[config.mk]
export PLATFORM = sky130hd
export DESIGN_NAME = mem_access_unit_flat
export DESIGN_NICKNAME = d
export VERILOG_FILES = /design/src/rtl/mem_access_unit_pkg.sv /design/src/rtl/mem_access_unit_if.sv /design/src/rtl/mem_access_unit_lane_align.sv /design/src/rtl/mem_access_unit.sv /design/src/flat_wrapper.sv
export SDC_FILE = /design/constraint.sdc
export NUM_CORES = 1
export LEC_CHECK = 0
export ABC_AREA = 0
export CAP_MARGIN = 20
export CORE_UTILIZATION = 42
export DETAILED_ROUTE_END_ITERATION = 16
export PLACE_DENSITY = 0.8
export SYNTH_ARGS = -nofsm -noshare
export SYNTH_HDL_FRONTEND = slang
export SYNTH_SLANG_ARGS = --single-unit
[constraint.sdc]
create_clock -name clk -period 2.5 [get_ports clk]
set_input_delay 0.625 -clock clk [delete_from_list [all_inputs] [get_ports clk]]
set_output_delay 0.625 -clock clk [all_outputs]
set_load 0.05 [all_outputs]
[src/rtl/mem_access_unit_pkg.sv]
`default_nettype none
// ============================================================================
//  Module      : mem_access_unit_pkg
//  Description : Shared definitions for the data-RAM access unit: access size
//                codes, FSM state encoding, the latched request record, the
//                default memory size and the request legality check.
//  Revision    : 1.0  initial release
// ============================================================================
package mem_access_unit_pkg;

  // Default addressable size of the data RAM in bytes (131072 words).
  localparam int unsigned c_mem_bytes_default = 32'd524288;

  // Access size as carried on req_size.
  typedef enum logic [1:0] {
    SZ_B   = 2'b00,
    SZ_H   = 2'b01,
    SZ_W   = 2'b10,
    SZ_BAD = 2'b11
  } size_e;

  // Access unit FSM states.
  typedef enum logic [1:0] {
    ST_IDLE  = 2'd0,
    ST_LOAD  = 2'd1,
    ST_MERGE = 2'd2,
    ST_RESP  = 2'd3
  } state_e;

  // Request fields kept for the multi-cycle part of an access. The
  // store/load direction is not kept: LOAD and MERGE already encode it.
  typedef struct packed {
    size_e       size;
    logic        uns;
    logic [31:0] addr;
    logic [31:0] wdata;
  } req_t;

  // A request is refused (error response, no RAM access) for the reserved
  // size code, a misaligned half/word, or an address past the end of RAM.
  function automatic logic req_is_bad(input size_e       size,
                                      input logic [31:0] addr,
                                      input logic [31:0] mem_bytes);
    logic bad;
    bad = 1'b0;
    case (size)
      SZ_B:    bad = 1'b0;
      SZ_H:    bad = addr[0];
      SZ_W:    bad = (addr[1:0] != 2'b00);
      default: bad = 1'b1;
    endcase
    if (addr >= mem_bytes) begin
      bad = 1'b1;
    end
    return bad;
  endfunction

endpackage
`default_nettype wire

[src/rtl/mem_access_unit_if.sv]
`default_nettype none
// ============================================================================
//  Module      : mem_access_unit_if
//  Description : Bus bundle around the data-RAM access unit.
//                Request/response channel (pipeline MEM stage side):
//                  req_valid/req_ready handshake, req_we, req_size[1:0],
//                  req_uns, req_addr[31:0], req_wdata[31:0];
//                  resp_valid (1-cycle pulse), resp_err, resp_rdata[31:0].
//                Block-RAM port:
//                  ram_en, ram_we, ram_rst, ram_addr[31:0], ram_di[31:0]
//                  towards the RAM; ram_dout[31:0] back (1-cycle latency).
//                Modports: master = pipeline, slave = access unit,
//                ram = block RAM.
//  Revision    : 1.0  initial release
// ============================================================================
interface mem_access_unit_if;

  logic        req_valid;
  logic        req_ready;
  logic        req_we;
  logic [1:0]  req_size;
  logic        req_uns;
  logic [31:0] req_addr;
  logic [31:0] req_wdata;

  logic        resp_valid;
  logic        resp_err;
  logic [31:0] resp_rdata;

  logic        ram_en;
  logic        ram_we;
  logic        ram_rst;
  logic [31:0] ram_addr;
  logic [31:0] ram_di;
  logic [31:0] ram_dout;

  modport master (
    output req_valid, req_we, req_size, req_uns, req_addr, req_wdata,
    input  req_ready, resp_valid, resp_err, resp_rdata
  );

  modport slave (
    input  req_valid, req_we, req_size, req_uns, req_addr, req_wdata,
    output req_ready, resp_valid, resp_err, resp_rdata,
    output ram_en, ram_we, ram_rst, ram_addr, ram_di,
    input  ram_dout
  );

  modport ram (
    input  ram_en, ram_we, ram_rst, ram_addr, ram_di,
    output ram_dout
  );

endinterface
`default_nettype wire

[src/rtl/mem_access_unit_lane_align.sv]
`default_nettype none
// ============================================================================
//  Module      : mem_access_unit_lane_align
//  Description : Combinational byte-lane logic for the access unit.
//                Load path : picks the addressed byte/half of the RAM word
//                            (little-endian) and sign/zero extends it.
//                Store path: overlays the right-aligned store data onto the
//                            addressed lane(s) of the RAM word.
//  Ports       : i_size, i_uns, i_addr_lo[1:0], i_rdata[31:0] (RAM word),
//                i_wdata[31:0] (store data); o_load_data[31:0],
//                o_merged[31:0].
//  Revision    : 1.0  initial release
// ============================================================================
module mem_access_unit_lane_align
  import mem_access_unit_pkg::*;
(
  input  size_e       i_size,
  input  logic        i_uns,
  input  logic [1:0]  i_addr_lo,
  input  logic [31:0] i_rdata,
  input  logic [31:0] i_wdata,
  output logic [31:0] o_load_data,
  output logic [31:0] o_merged
);

  logic [7:0]  w_byte;
  logic [15:0] w_half;
  logic [4:0]  w_byte_shamt;
  logic [4:0]  w_half_shamt;
  logic [31:0] w_mask;
  logic [31:0] w_wrep;

  always_comb begin
    w_byte = i_rdata[7:0];
    case (i_addr_lo)
      2'd1:    w_byte = i_rdata[15:8];
      2'd2:    w_byte = i_rdata[23:16];
      2'd3:    w_byte = i_rdata[31:24];
      default: w_byte = i_rdata[7:0];
    endcase
  end

  assign w_half       = i_addr_lo[1] ? i_rdata[31:16] : i_rdata[15:0];
  assign w_byte_shamt = {i_addr_lo, 3'b000};
  assign w_half_shamt = {i_addr_lo[1], 4'b0000};

  // Store data is replicated across all lanes so only the mask has to move.
  always_comb begin
    o_load_data = i_rdata;
    w_mask      = 32'hFFFF_FFFF;
    w_wrep      = i_wdata;
    case (i_size)
      SZ_B: begin
        o_load_data = {{24{~i_uns & w_byte[7]}}, w_byte};
        w_mask      = 32'h0000_00FF << w_byte_shamt;
        w_wrep      = {4{i_wdata[7:0]}};
      end
      SZ_H: begin
        o_load_data = {{16{~i_uns & w_half[15]}}, w_half};
        w_mask      = 32'h0000_FFFF << w_half_shamt;
        w_wrep      = {2{i_wdata[15:0]}};
      end
      default: begin
        o_load_data = i_rdata;
      end
    endcase
  end

  assign o_merged = (i_rdata & ~w_mask) | (w_wrep & w_mask);

endmodule
`default_nettype wire

[src/rtl/mem_access_unit.sv]
`default_nettype none
// ============================================================================
//  Module      : mem_access_unit
//  Description : Initiator for the core's word-wide data block RAM. Takes one
//                byte/half/word load or store at a time from the MEM stage,
//                drives the RAM port and returns a one-cycle response.
//                Sub-word stores are read-modify-write (RAM writes words only).
//  Parameters  : MEM_BYTES - addressable bytes; higher addresses are errors.
//  Ports       : clk  - clock, all state on rising edge
//                rstn - asynchronous active-low reset
//                bus  - mem_access_unit_if.slave (request/response channel
//                       and block-RAM port)
//  Revision    : 1.0  initial release
// ============================================================================
module mem_access_unit
  import mem_access_unit_pkg::*;
#(
  parameter int unsigned MEM_BYTES = c_mem_bytes_default
) (
  input  logic                clk,
  input  logic                rstn,
  mem_access_unit_if.slave    bus
);

  state_e      r_state;
  state_e      w_state_nxt;
  req_t        r_req;
  req_t        w_req_in;
  logic        r_resp_err;
  logic [31:0] r_resp_rdata;

  logic        w_accept;
  logic        w_bad;
  logic        w_ram_en;
  logic        w_ram_we;
  logic [31:0] w_ram_addr;
  logic [31:0] w_ram_di;
  logic        w_resp_err_nxt;
  logic [31:0] w_resp_rdata_nxt;
  logic [31:0] w_load_data;
  logic [31:0] w_merged;

  assign w_req_in.size  = size_e'(bus.req_size);
  assign w_req_in.uns   = bus.req_uns;
  assign w_req_in.addr  = bus.req_addr;
  assign w_req_in.wdata = bus.req_wdata;

  assign w_accept = bus.req_valid & (r_state == ST_IDLE);
  assign w_bad    = req_is_bad(w_req_in.size, w_req_in.addr, MEM_BYTES);

  // Lane logic works on the latched request and the returning RAM word.
  mem_access_unit_lane_align u_lane_align (
    .i_size      (r_req.size),
    .i_uns       (r_req.uns),
    .i_addr_lo   (r_req.addr[1:0]),
    .i_rdata     (bus.ram_dout),
    .i_wdata     (r_req.wdata),
    .o_load_data (w_load_data),
    .o_merged    (w_merged)
  );

  // --------------------------------------------------------------------------
  // FSM state register, request latch and response registers
  // --------------------------------------------------------------------------
  always_ff @(posedge clk or negedge rstn) begin
    if (!rstn) begin
      r_state      <= ST_IDLE;
      r_req        <= '0;
      r_resp_err   <= 1'b0;
      r_resp_rdata <= 32'h0;
    end else begin
      r_state <= w_state_nxt;
      if (w_accept) begin
        r_req <= w_req_in;
      end
      // Response fields are loaded on entry to RESP and then held.
      if (w_state_nxt == ST_RESP) begin
        r_resp_err   <= w_resp_err_nxt;
        r_resp_rdata <= w_resp_rdata_nxt;
      end
    end
  end

  // --------------------------------------------------------------------------
  // Next state, RAM port and response data
  // --------------------------------------------------------------------------
  always_comb begin
    w_state_nxt      = r_state;
    w_ram_en         = 1'b0;
    w_ram_we         = 1'b0;
    w_ram_addr       = {r_req.addr[31:2], 2'b00};
    w_ram_di         = 32'h0;
    w_resp_err_nxt   = 1'b0;
    w_resp_rdata_nxt = 32'h0;
    case (r_state)
      ST_IDLE: begin
        // The first RAM cycle is issued straight from the request inputs.
        w_ram_addr = {bus.req_addr[31:2], 2'b00};
        if (w_accept) begin
          if (w_bad) begin
            w_resp_err_nxt = 1'b1;
            w_state_nxt    = ST_RESP;
          end else if (bus.req_we && (w_req_in.size == SZ_W)) begin
            w_ram_en    = 1'b1;
            w_ram_we    = 1'b1;
            w_ram_di    = bus.req_wdata;
            w_state_nxt = ST_RESP;
          end else begin
            // Loads and sub-word stores both start with a word read.
            w_ram_en    = 1'b1;
            w_state_nxt = bus.req_we ? ST_MERGE : ST_LOAD;
          end
        end
      end
      ST_LOAD: begin
        w_resp_rdata_nxt = w_load_data;
        w_state_nxt      = ST_RESP;
      end
      ST_MERGE: begin
        w_ram_en    = 1'b1;
        w_ram_we    = 1'b1;
        w_ram_di    = w_merged;
        w_state_nxt = ST_RESP;
      end
      ST_RESP: begin
        w_state_nxt = ST_IDLE;
      end
      default: begin
        w_state_nxt = ST_IDLE;
      end
    endcase
  end

  // --------------------------------------------------------------------------
  // Outputs. RAM strobes are gated by reset so an abandoned read-modify-write
  // cannot land its write while reset is asserted.
  // --------------------------------------------------------------------------
  assign bus.req_ready  = (r_state == ST_IDLE);
  assign bus.resp_valid = (r_state == ST_RESP);
  assign bus.resp_err   = r_resp_err;
  assign bus.resp_rdata = r_resp_rdata;
  assign bus.ram_en     = w_ram_en & rstn;
  assign bus.ram_we     = w_ram_we & rstn;
  assign bus.ram_rst    = 1'b0;
  assign bus.ram_addr   = w_ram_addr;
  assign bus.ram_di     = w_ram_di;

endmodule
`default_nettype wire

[src/flat_wrapper.sv]
// flat-port wrapper written by rule: the top's interface ports become plain ports
module mem_access_unit_flat import mem_access_unit_pkg::*;
#(
  parameter int unsigned MEM_BYTES = c_mem_bytes_default
)
  (clk, rstn, bus_req_valid, bus_req_we, bus_req_size, bus_req_uns, bus_req_addr, bus_req_wdata, bus_req_ready, bus_resp_valid, bus_resp_err, bus_resp_rdata, bus_ram_en, bus_ram_we, bus_ram_rst, bus_ram_addr, bus_ram_di, bus_ram_dout);
  mem_access_unit_if bus_i ();
  input  logic clk;
  input  logic rstn;
  input wire logic [$bits(bus_i.req_valid)-1:0] bus_req_valid;
  input wire logic [$bits(bus_i.req_we)-1:0] bus_req_we;
  input wire logic [$bits(bus_i.req_size)-1:0] bus_req_size;
  input wire logic [$bits(bus_i.req_uns)-1:0] bus_req_uns;
  input wire logic [$bits(bus_i.req_addr)-1:0] bus_req_addr;
  input wire logic [$bits(bus_i.req_wdata)-1:0] bus_req_wdata;
  output wire logic [$bits(bus_i.req_ready)-1:0] bus_req_ready;
  output wire logic [$bits(bus_i.resp_valid)-1:0] bus_resp_valid;
  output wire logic [$bits(bus_i.resp_err)-1:0] bus_resp_err;
  output wire logic [$bits(bus_i.resp_rdata)-1:0] bus_resp_rdata;
  output wire logic [$bits(bus_i.ram_en)-1:0] bus_ram_en;
  output wire logic [$bits(bus_i.ram_we)-1:0] bus_ram_we;
  output wire logic [$bits(bus_i.ram_rst)-1:0] bus_ram_rst;
  output wire logic [$bits(bus_i.ram_addr)-1:0] bus_ram_addr;
  output wire logic [$bits(bus_i.ram_di)-1:0] bus_ram_di;
  input wire logic [$bits(bus_i.ram_dout)-1:0] bus_ram_dout;
  assign bus_i.req_valid = bus_req_valid;
  assign bus_i.req_we = bus_req_we;
  assign bus_i.req_size = bus_req_size;
  assign bus_i.req_uns = bus_req_uns;
  assign bus_i.req_addr = bus_req_addr;
  assign bus_i.req_wdata = bus_req_wdata;
  assign bus_req_ready = bus_i.req_ready;
  assign bus_resp_valid = bus_i.resp_valid;
  assign bus_resp_err = bus_i.resp_err;
  assign bus_resp_rdata = bus_i.resp_rdata;
  assign bus_ram_en = bus_i.ram_en;
  assign bus_ram_we = bus_i.ram_we;
  assign bus_ram_rst = bus_i.ram_rst;
  assign bus_ram_addr = bus_i.ram_addr;
  assign bus_ram_di = bus_i.ram_di;
  assign bus_i.ram_dout = bus_ram_dout;
  mem_access_unit #(.MEM_BYTES(MEM_BYTES)) u_core (.clk(clk), .rstn(rstn), .bus(bus_i));
endmodule
==> results of run 1 <==
-- routing by layer --
metal | vias to the layer above | track usage, %
met5 | - | 0
met2 | 399 | 53.4
li1 | 3005 | -
met1 | 3144 | 38.6
met3 | 79 | 8.69
met4 | 2 | 14.5
-- timing repair --
action | 4_1_cts | 5_1_grt
setup buffers | 7 | 4
setup endpoints to repair | 76 | 47
cloned | 4 | 0
resized for setup | 46 | 15
pin swaps | 15 | 9
-- through the flow --
stage	TNS, ns	hold slack (ns)	cell area, µm²
finish	-10.16	0.478	10400
global placement	-34.55	0.451	9910
detailed placement	-36.11	0.458	9910
floorplan	-12.80	0.329	6630
CTS	-11.33	0.479	10400
global route	-11.11	0.492	10400
-- Yosys cell counts, drive strengths merged, types with 5 or more instances --
master,number,share of area [%]
a221oi,13,1.9
dfrtp,102,42
inv,15,0.92
mux2,53,10
buf,25,2.4
o32a,16,2.6
o32ai,8,1.3
clkbuf,28,1.7
o22ai,38,3.9
a21oi,5,0.41
a22o,7,1.0
nand2,240,15
nor3,5,0.59
mux2i,52,8.5
o21ai,21,1.8
-- state kept, by name, summed over array words and instances (netlist names) --
name                   count
u_core.r_state             2
u_core.bus.resp_rdata     32
u_core.bus.resp_err        1
u_core.r_req              67
-- logic make-up (layout without fill, tap and decap cells) --
kind of cell             after synthesis  count (layout)  share of synthesized area, %
buffers and inverters                 71             371                          5.18
adder cells (fa/ha/maj)                4               4                         0.819
other                                  1               4                        0.0613
flip-flops                           102             102                          41.7
AO/OA/AOI/OAI                        125             125                          15.3
AND/OR/NAND/NOR                      272             272                          18.3
multiplexers                         105             105                          18.5
-- worst paths after layout --
path                            depth (start not counted)                       end         startpoint
max in group asynchronous                               2          u_core.r_req[52]               rstn
worst max-delay path                                    8            bus_ram_di[23]   bus_req_addr[25]
worst min register to register                          2          u_core.r_req[16]   u_core.r_req[16]
min in group clk                                        2          u_core.r_req[16]   u_core.r_req[16]
worst min-delay path                                    2           u_core.r_req[1]               rstn
worst max register to register                          9  u_core.bus.resp_rdata[5]  u_core.r_state[1]
-- report_power, final --
part	total (mW)	switching [mW]	internal [mW]
clock network	1.42	0.700	0.721
registers	2.93	0.523	2.41
logic	11.2	6.43	4.78
total	15.6	7.65	7.91
-- worst register-to-register path: cells and delay by family (launching register included) --
family | cells | cell delay [ns]
buffers and inverters | 4 | 0.66
adder cells (fa/ha/maj) | 1 | 0.19
flip-flops | 1 | 0.40
AND/OR/NAND/NOR | 2 | 0.12
AO/OA/AOI/OAI | 1 | 0.47
multiplexers | 1 | 0.21
-- layout make-up --
type | instances | area [µm²]
Multi-Input combinational cell | 509 | 3780
Fill cell | 922 | 3630
Timing Repair Buffer | 337 | 3490
Sequential cell | 102 | 2550
Clock buffer | 10 | 239
Tap cell | 180 | 225
Inverter | 18 | 68.8
Clock inverter | 6 | 51.3
Antenna cell | 1 | 2.50
==> run metrics, run 1 <==
GR Overflow Total 0; nets@finish 1,084; max_cap viols 0; final core utilization 74.1%; failing checks negative setup slack; wire length on met2 11,200 µm; Cell Count, Final, Fillers Out 1,163; Die Y 123 µm; clk_skew 0.0115 ns; vias post-DR 6,629; worst skew pair latency 0.36 ns; routability cong. 0.907; Bufs on Longest Clock Path 2; Synth Register Bits 102; vias per std cell 5.70; crit path max fanout 8; fin. max-slew vios 0; Worst Setup End Kind output port; Total GRT Usage 32.1%; most common cell after layout, fill and taps aside nand2_1; WP data arrival 2.23 ns; Slew headroom 50.9%; Power Density 1490 mW/mm²; Worst Hold Class input pin to asynchronous set/reset pin; Area Overhead vs Synth 70.3%; routed wire length 23,000 µm; hold buffer count at cts 0; clk sinks 102; R2R setup slack 0.36 ns; met1 WL 8780 µm; final hold vios 0; final setup margin -0.359 ns; Startpoint Class input pin; # IOs 205; mean routed wirelength per cell 19.8 µm; CP Class input pin to output port; most used cell, CP buf_6; slowest CP cell or4_4; final period utilization 114%; top_reg_cell synth dfrtp_1; layout cells sized above 1 34.2%; pin count of the biggest net entering global routing 66; CTS clk-pin slew, worst paths 0.08 ns; most frequent cells in the layout 239 x nand2_1, 150 x buf_4, 119 x clkdlybuf4s50_1; syn avg cell area 8.99 µm²; total die area 0.0150 mm²; Root Buffer clkbuf_16; FFs w/ async S/R, synth 100%; Seq/Total Area, Yosys 41.7%; DRC Markers 0; PortBufs 201; final setup fails 34; min Tclk post-route 2.86 ns; delay of the slowest critical-path stage 0.53 ns; Fmax achieved 350 MHz; Max VDD drop 1.07 mV; antenna violations before repair 1; htree depth 3; DRT Pass-1 Iters 8; std cell rows 43; Initial DRC Count 454; EDFF count, synth 0; total power draw 15.6 mW; post-DP HPWL 16,400 µm; Post-Syn Area 0.00611 mm²; worst path cell trace buf_6, or4_4, nor3_4, nand3_4, buf_6, buf_16, o22ai_4, buf_12; Num CTS Buffers 9; Cell variety after synth 54; CTS tree yes; Core ar. 0.0140 mm²; setup slack after placement -0.750 ns; CP bufs+invs 4; Data required, critical path 1.88 ns; leakage 4.76 nW; top layer in use met5; first-pass GRT wire length 36,400 µm; Ys Warns 0; cell count after placement 1,134; Post-Syn Instances 680; critical path's top delay family simple AND/OR/NAND/NOR gates; worst slew pin tran 0.737 ns; status complete, but fails checks; RSZ-0062 raised after global routing yes; antenna viol nets, final 0; initial core utilization 43.5%; metal3 WL 2060 µm; vias in the first global route 6,735; die width 123 µm
(Power assumes the default switching activity.)
==> run 2: changes to the inputs <==
--- a/config.mk
+++ b/config.mk
@@ -10,6 +10,7 @@
 export CORE_UTILIZATION = 42
 export DETAILED_ROUTE_END_ITERATION = 16
 export PLACE_DENSITY = 0.8
+export SLEW_MARGIN = 10
 export SYNTH_ARGS = -nofsm -noshare
 export SYNTH_HDL_FRONTEND = slang
 export SYNTH_SLANG_ARGS = --single-unit
==> constraint.sdc (replaced) <==
create_clock -name clk -period 2.5 [get_ports clk]
set_input_delay 0.625 -clock clk [delete_from_list [all_inputs] [get_ports clk]]
set_output_delay 0.625 -clock clk [all_outputs]
set_load 0.02 [all_outputs]
==> run 2 against run 1 <==
- clock-buffer cell count rose by 3
- global-route usage is 1.9 points lower
- sequential share of layout area increased by 0.52 points
- worst hold slack lost 0.0050 ns
- maximum frequency rose by 1.7%
- flip-flop and latch count unchanged
- total power is 16% lower
- via count fell by 1.3%
- utilization fell by 1.6 points
- critical path depth stayed put
- first-iteration DRC count is 3.3% higher
- sequential power is essentially flat
- the run still ends with negative setup slack left
==> run metrics, run 2 (same netlist as run 1, synthesis figures left out) <==
CTS clk-pin slew, worst paths 0.06 ns (was 0.08 ns); clk_skew 0.00557 ns (was 0.0115 ns); antenna violations before repair 1 (unchanged); status complete, but fails checks (unchanged); worst slew pin tran 0.719 ns (was 0.737 ns); die width 123 µm (unchanged); Pint 7.40 mW (was 7.91 mW); crit path max fanout 8 (unchanged); top layer in use met4 (was met5); crit path to bus_ram_di[15] (was bus_ram_di[23]); WP data arrival 2.19 ns (was 2.23 ns); final period utilization 112% (was 114%); FF-to-FF Start u_core.r_state[1] (unchanged); Root Buffer clkbuf_16 (unchanged); Slew headroom 52.0% (was 50.9%); CP Class input pin to output port (unchanged); std cell rows 43 (unchanged); Die Y 123 µm (unchanged); Net Sw Power 5.70 mW (was 7.65 mW); PortBufs 201 (unchanged); Bufs on Longest Clock Path 2 (unchanged); routed wire length 22,300 µm (was 23,000 µm); vias in the first global route 6,313 (was 6,735); Num CTS Buffers 9 (unchanged); r2r worst-path depth 9 (unchanged); min Tclk post-route 2.81 ns (was 2.86 ns); Worst Setup End Kind output port (unchanged); RSZ-0062 raised after global routing yes (unchanged); sequential power share 22.2% (was 18.9%); fin. max-slew vios 0 (unchanged); CTS tree yes (unchanged); Startpoint Class input pin (unchanged); Area Overhead vs Synth 66.7% (was 70.3%); mean routed wirelength per cell 19.0 µm (was 19.8 µm); pin count of the biggest net entering global routing 66 (unchanged); # IOs 205 (unchanged); max_cap viols 0 (unchanged); worst skew pair latency 0.35 ns (was 0.36 ns); Max VDD drop 0.619 mV (was 1.07 mV); R2R setup slack 0.31 ns (was 0.36 ns); flip-flop count of the largest register after layout 67 (unchanged); final setup margin -0.311 ns (was -0.359 ns); sw frac 43.5% (was 49.2%); metal3 WL 1680 µm (was 2060 µm); routability cong. 0.920 (was 0.907); final setup fails 34 (unchanged); Top reg by flops u_core.r_req (unchanged); initial core utilization 43.5% (unchanged); wire length on met2 10,900 µm (was 11,200 µm); total die area 0.0150 mm² (unchanged); crit path from bus_req_addr[28] (was bus_req_addr[25]); layout cells sized above 1 33.2% (was 34.2%); hold buffer count at cts 0 (unchanged); Power Density 1280 mW/mm² (was 1490 mW/mm²); clock network fraction of total power 10.3% (was 9.1%); Data required, critical path 1.88 ns (about the same); Worst Hold Class flip-flop to flip-flop (was input pin to asynchronous set/reset pin); most common cell after layout, fill and taps aside nand2_1 (unchanged); final core utilization 72.6% (was 74.1%); Initial DRC Count 469 (was 454); vias per std cell 5.59 (was 5.70); leakage 4.75 nW (was 4.76 nW); vias post-DR 6,546 (was 6,629); nets@finish 1,096 (was 1,084); failing checks negative setup slack (unchanged); first-pass GRT wire length 34,200 µm (was 36,400 µm); htree depth 3 (unchanged); Core ar. 0.0140 mm² (unchanged); antenna viol nets, final 0 (unchanged); DRC Markers 0 (unchanged); filler cell count 1,012 (was 922); total power draw 13.1 mW (was 15.6 mW); n_diodes 0 (was 1); DRT Pass-1 Iters 5 (was 8); met1 WL 8900 µm (was 8780 µm); reg2reg end u_core.bus.resp_rdata[27] (was u_core.bus.resp_rdata[5]); Fmax achieved 356 MHz (was 350 MHz); GR Overflow Total 0 (unchanged); clk sinks 102 (unchanged); most frequent cells in the layout 239 x nand2_1, 131 x buf_4, 121 x clkdlybuf4s50_1 (was 239 x nand2_1, 150 x buf_4, 119 x clkdlybuf4s50_1); post-DP HPWL 16,100 µm (was 16,400 µm); Logic pwr share 67.4% (was 72.0%); Total GRT Usage 30.2% (was 32.1%); final hold vios 0 (unchanged); Sequential Area 0.00255 mm² (unchanged); area of the multi-input gates 0.00377 mm² (was 0.00378 mm²)
[run 2: cell types whose count changed in the layout (fill, tap and decap cells not counted), sizes merged]
cell           before  now
inv                19   16
dlygate4sd2         5   17
clkinvlp            1    0
diode               1    0
clkinv              4    3
clkdlybuf4s50     119  121
clkbuf             12   26
clkdlybuf4s15       2    4
buf               206  191
[run 2: layout make-up]
class / instances / area share (%)
multi-input cells: 509 / 37.0
flip-flops and latches: 102 / 25.0
clock buffers: 13 / 2.65
well taps: 180 / 2.21
repair buffers: 349 / 32.4
clock inverters: 1 / 0.0491
inverters: 18 / 0.663
[run 2: critical path, stage by stage]
cell and delay, ns:
buf_6 0.09, or4_4 0.53, nor3_4 0.21, nand3_4 0.13
buf_12 0.16, buf_16 0.16, o22ai_4 0.13, buf_6 0.14
[run 2: worst min-delay path by stage]
stage	start	cells past startpoint	endpoint	slack, ns
after floorplan	rstn	0	u_core.bus.resp_err	0.33
after global placement	u_core.r_req[22]	2	u_core.r_req[22]	0.45
after detailed placement	u_core.r_req[17]	2	u_core.r_req[17]	0.46
after CTS	u_core.r_req[17]	2	u_core.r_req[17]	0.47
after global routing	u_core.r_req[23]	2	u_core.r_req[23]	0.49
final	u_core.r_req[17]	2	u_core.r_req[17]	0.47
[run 2: routing by layer]
| layer | track usage [%] | up-vias |
|---|---|---|
| met5 | 0 | - |
| met4 | 13.8 | 0 |
| met3 | 6.09 | 52 |
| met2 | 50.7 | 316 |
| met1 | 37.3 | 3162 |
| li1 | - | 3016 |
[run 2: through the flow]
stage                     setup TNS (ns)  instances  setup slack [ns]  hold WS (ns)  instance area [µm²]
after detailed placement          -52.03       1144             -1.18         0.456                 9680
after global routing              -10.20       1172            -0.334         0.490                10200
final                              -9.08       1172            -0.311         0.473                10200
after floorplan                    -6.92        682            -0.231         0.329                 6610
after global placement            -49.07       1144             -1.14         0.451                 9680
after CTS                          -8.48       1167            -0.322         0.473                10200
[run 2: power by group through the flow]
stage          logic, mW  registers, mW  clock network [mW]
3_3_place_gp        8.59           2.88                   0
3_5_place_dp        8.74           2.90                   0
6_report            8.83           2.91                1.35
5_1_grt             9.43           2.99                1.44
4_1_cts             8.82           2.90                1.37
2_1_floorplan       5.14           3.07                   0
[run 2: repair_timing]
action / 4_1_cts / 5_1_grt
buffers inserted: 6 / 5
endpoints found under the setup margin: 81 / 63
resized for setup: 306 / 29
pin swaps: 12 / 7
gates cloned: 3 / 1
==> run 3: changes to the inputs <==
--- a/config.mk
+++ b/config.mk
@@ -7,9 +7,10 @@
 export LEC_CHECK = 0
 export ABC_AREA = 0
 export CAP_MARGIN = 20
-export CORE_UTILIZATION = 42
+export CORE_UTILIZATION = 47
 export DETAILED_ROUTE_END_ITERATION = 16
-export PLACE_DENSITY = 0.8
+export PLACE_DENSITY = 0.85
+export SKIP_LAST_GASP = 1
 export SLEW_MARGIN = 10
 export SYNTH_ARGS = -nofsm -noshare
 export SYNTH_HDL_FRONTEND = slang
==> constraint.sdc (replaced) <==
create_clock -name clk -period 3.1 [get_ports clk]
set_input_delay 0.775 -clock clk [delete_from_list [all_inputs] [get_ports clk]]
set_output_delay 0.775 -clock clk [all_outputs]
set_load 0.02 [all_outputs]
==> run 3 against run 2 <==
- the flow still finishes with violations (negative setup slack)
- critical endpoint is now bus_ram_di[11]
- non-clock buffer count is 36 lower
- combinational power is 24% lower
- first-iteration DRC count is 34% higher
- clock skew is 0.014 ns higher
- global-route usage is 4.4 points higher
- utilization is 4.1 points higher
- sequential share of layout area is 1.2 points higher
==> run metrics, run 3 (same netlist as run 1, synthesis figures left out) <==
Data required, critical path 2.32 ns (was 1.88 ns); total die area 0.0135 mm² (was 0.0150 mm²); routed wire length 23,300 µm (was 22,300 µm); vias post-DR 6,704 (was 6,546); CTS clk-pin slew, worst paths 0.07 ns (was 0.06 ns); GR Overflow Total 0 (unchanged); CTS tree yes (unchanged); antenna viol nets, final 0 (unchanged); htree depth 3 (unchanged); Cell Count, Final, Fillers Out 1,131 (was 1,172); Initial DRC Count 629 (was 469); R2R setup slack 0.59 ns (was 0.31 ns); DRC Markers 0 (unchanged); vias per std cell 5.93 (was 5.59); delay of the slowest critical-path stage 0.54 ns (was 0.53 ns); fin area 0.00971 mm² (was 0.0102 mm²); crit path max fanout 7 (was 8); Bufs on Longest Clock Path 2 (unchanged); Placement Cell Area 0.00893 mm² (was 0.00968 mm²); Slew headroom 36.9% (was 52.0%); worst skew pair latency 0.36 ns (was 0.35 ns); fin. max-slew vios 0 (unchanged); failing checks negative setup slack (unchanged); total power draw 10.2 mW (was 13.1 mW); final setup fails 6 (was 34); setup slack after placement -0.800 ns (was -1.18 ns); pin count of the biggest net entering global routing 66 (unchanged); FF-to-FF Start u_core.r_state[0] (was u_core.r_state[1]); final hold vios 0 (unchanged); vias in the first global route 6,612 (was 6,313); Area Overhead vs Synth 58.9% (was 66.7%); initial core utilization 48.3% (was 43.5%); reg2reg end u_core.bus.resp_rdata[9] (was u_core.bus.resp_rdata[27]); std cell rows 41 (was 43); mean routed wirelength per cell 20.6 µm (was 19.0 µm); Startpoint Class input pin (unchanged); Total GRT Usage 34.7% (was 30.2%); layout cells sized above 1 28.6% (was 33.2%); cell count after placement 1,107 (was 1,144); PortBufs 201 (unchanged); first-pass GRT wire length 35,000 µm (was 34,200 µm); Min Hold Slack 0.235 ns (was 0.473 ns); flip-flop count of the largest register after layout 67 (unchanged); post-DP HPWL 15,300 µm (was 16,100 µm); Power Density 1050 mW/mm² (was 1280 mW/mm²); r2r worst-path depth 8 (was 9); Num CTS Buffers 9 (unchanged); Worst Hold Class input pin to asynchronous set/reset pin (was flip-flop to flip-flop); worst slew pin tran 0.944 ns (was 0.719 ns); nets@finish 1,060 (was 1,096); Worst Setup End Kind output port (unchanged); status complete, but fails checks (unchanged); WP data arrival 2.35 ns (was 2.19 ns); worst path cell trace clkbuf_2, or4_4, nor3_4, nand3_4, buf_6, buf_16, o22ai_4, buf_6 (was buf_6, or4_4, nor3_4, nand3_4, buf_12, buf_16, o22ai_4, buf_6); Max VDD drop 0.692 mV (was 0.619 mV); most frequent cells in the layout 239 x nand2_1, 152 x clkdlybuf4s50_1, 109 x buf_4 (was 239 x nand2_1, 131 x buf_4, 121 x clkdlybuf4s50_1); Root Buffer clkbuf_16 (unchanged); CP Class input pin to output port (unchanged); most used cell, CP buf_6 (unchanged); RSZ-0062 raised after global routing yes (unchanged); slowest CP cell or4_4 (unchanged); final setup margin -0.0241 ns (was -0.311 ns); # IOs 205 (unchanged); max_cap viols 0 (unchanged); filler cell count 838 (was 1,012); final period utilization 101%; most common cell after layout, fill and taps aside nand2_1 (unchanged); die width 116 µm (was 123 µm); min Tclk post-route 3.12 ns; hold buffer count at cts 0 (unchanged); routability cong. 0.956 (was 0.920); clk sinks 102 (unchanged); antenna violations before repair 0 (was 1); critical path's top delay family simple AND/OR/NAND/NOR gates (unchanged); Fmax achieved 320 MHz; leakage 4.48 nW (was 4.75 nW); Top reg by flops u_core.r_req (unchanged); Die Y 116 µm (was 123 µm); DRT Pass-1 Iters 5 (unchanged); Core ar. 0.0127 mm² (was 0.0140 mm²); clk_skew 0.0195 ns (was 0.00557 ns); CP bufs+invs 4 (unchanged)
-- run 3: cell types whose count changed in the layout (fill, tap and decap cells not counted), sizes merged, moves of 3 or more --
cell           before  now
buf               191  150
clkbuf             26   13
clkdlybuf4s15       4    0
clkdlybuf4s50     121  152
clkinvlp            0    3
dlygate4sd2        17    2
dlymetal6s2s        3    6
-- run 3: repair_timing --
item	4_1_cts	5_1_grt
pin swaps	8	8
gates cloned	3	0
setup buffers	6	1
endpoints found under the setup margin	34	64
resized for setup	284	18
-- run 3: worst max path at each step --
| stage | start | end | slack, ns | cells after the start |
|---|---|---|---|---|
| after floorplan | bus_req_addr[28] | bus_ram_di[0] | -0.02 | 5 |
| after global placement | bus_req_addr[28] | bus_ram_di[23] | -0.77 | 7 |
| after detailed placement | bus_req_addr[28] | bus_ram_di[23] | -0.80 | 7 |
| after CTS | bus_req_addr[28] | bus_ram_di[10] | -0.08 | 8 |
| after global routing | u_core.r_state[0] | bus_ram_addr[29] | -0.06 | 5 |
| final | bus_req_addr[27] | bus_ram_di[11] | -0.02 | 8 |
-- run 3: power breakdown --
part           leakage [nW]  total [mW]  switching (mW)  internal [mW]
registers              1.29        2.40           0.451           1.95
logic                  3.06        6.72            3.57           3.15
clock network         0.132        1.11           0.541          0.572
-- run 3: stage by stage --
| stage | utilization, % | setup TNS [ns] |
|---|---|---|
| after floorplan | - | -0.669 |
| after global placement | 70.5 | -24.05 |
| after global routing | 76.6 | -1.56 |
| after CTS | 76.6 | -1.43 |
| after detailed placement | 70.5 | -25.22 |
| final | 76.7 | -0.0700 |
-- run 3: area by class of cell --
| type | instances | area [µm²] | share of cell area, % |
|---|---|---|---|
| antenna | 1 | 2.50 | 0.0258 |
| clock inverter | 6 | 45.0 | 0.464 |
| timing repair buffer | 313 | 2950 | 30.3 |
| clock buffer | 10 | 239 | 2.46 |
| multi-input combinational | 509 | 3640 | 37.5 |
| inverter | 18 | 67.6 | 0.696 |
| sequential | 102 | 2550 | 26.3 |
| tap | 172 | 215 | 2.22 |
-- run 3: per-layer routing --
metal | share of wire (%) | vias up | global-route usage (%)
li1 | - | 2952 | -
met1 | 37 | 3227 | 40.7
met2 | 48 | 425 | 58.7
met3 | 9.1 | 100 | 7.53
met4 | 5.6 | 0 | 20.0
met5 | 0 | - | 0
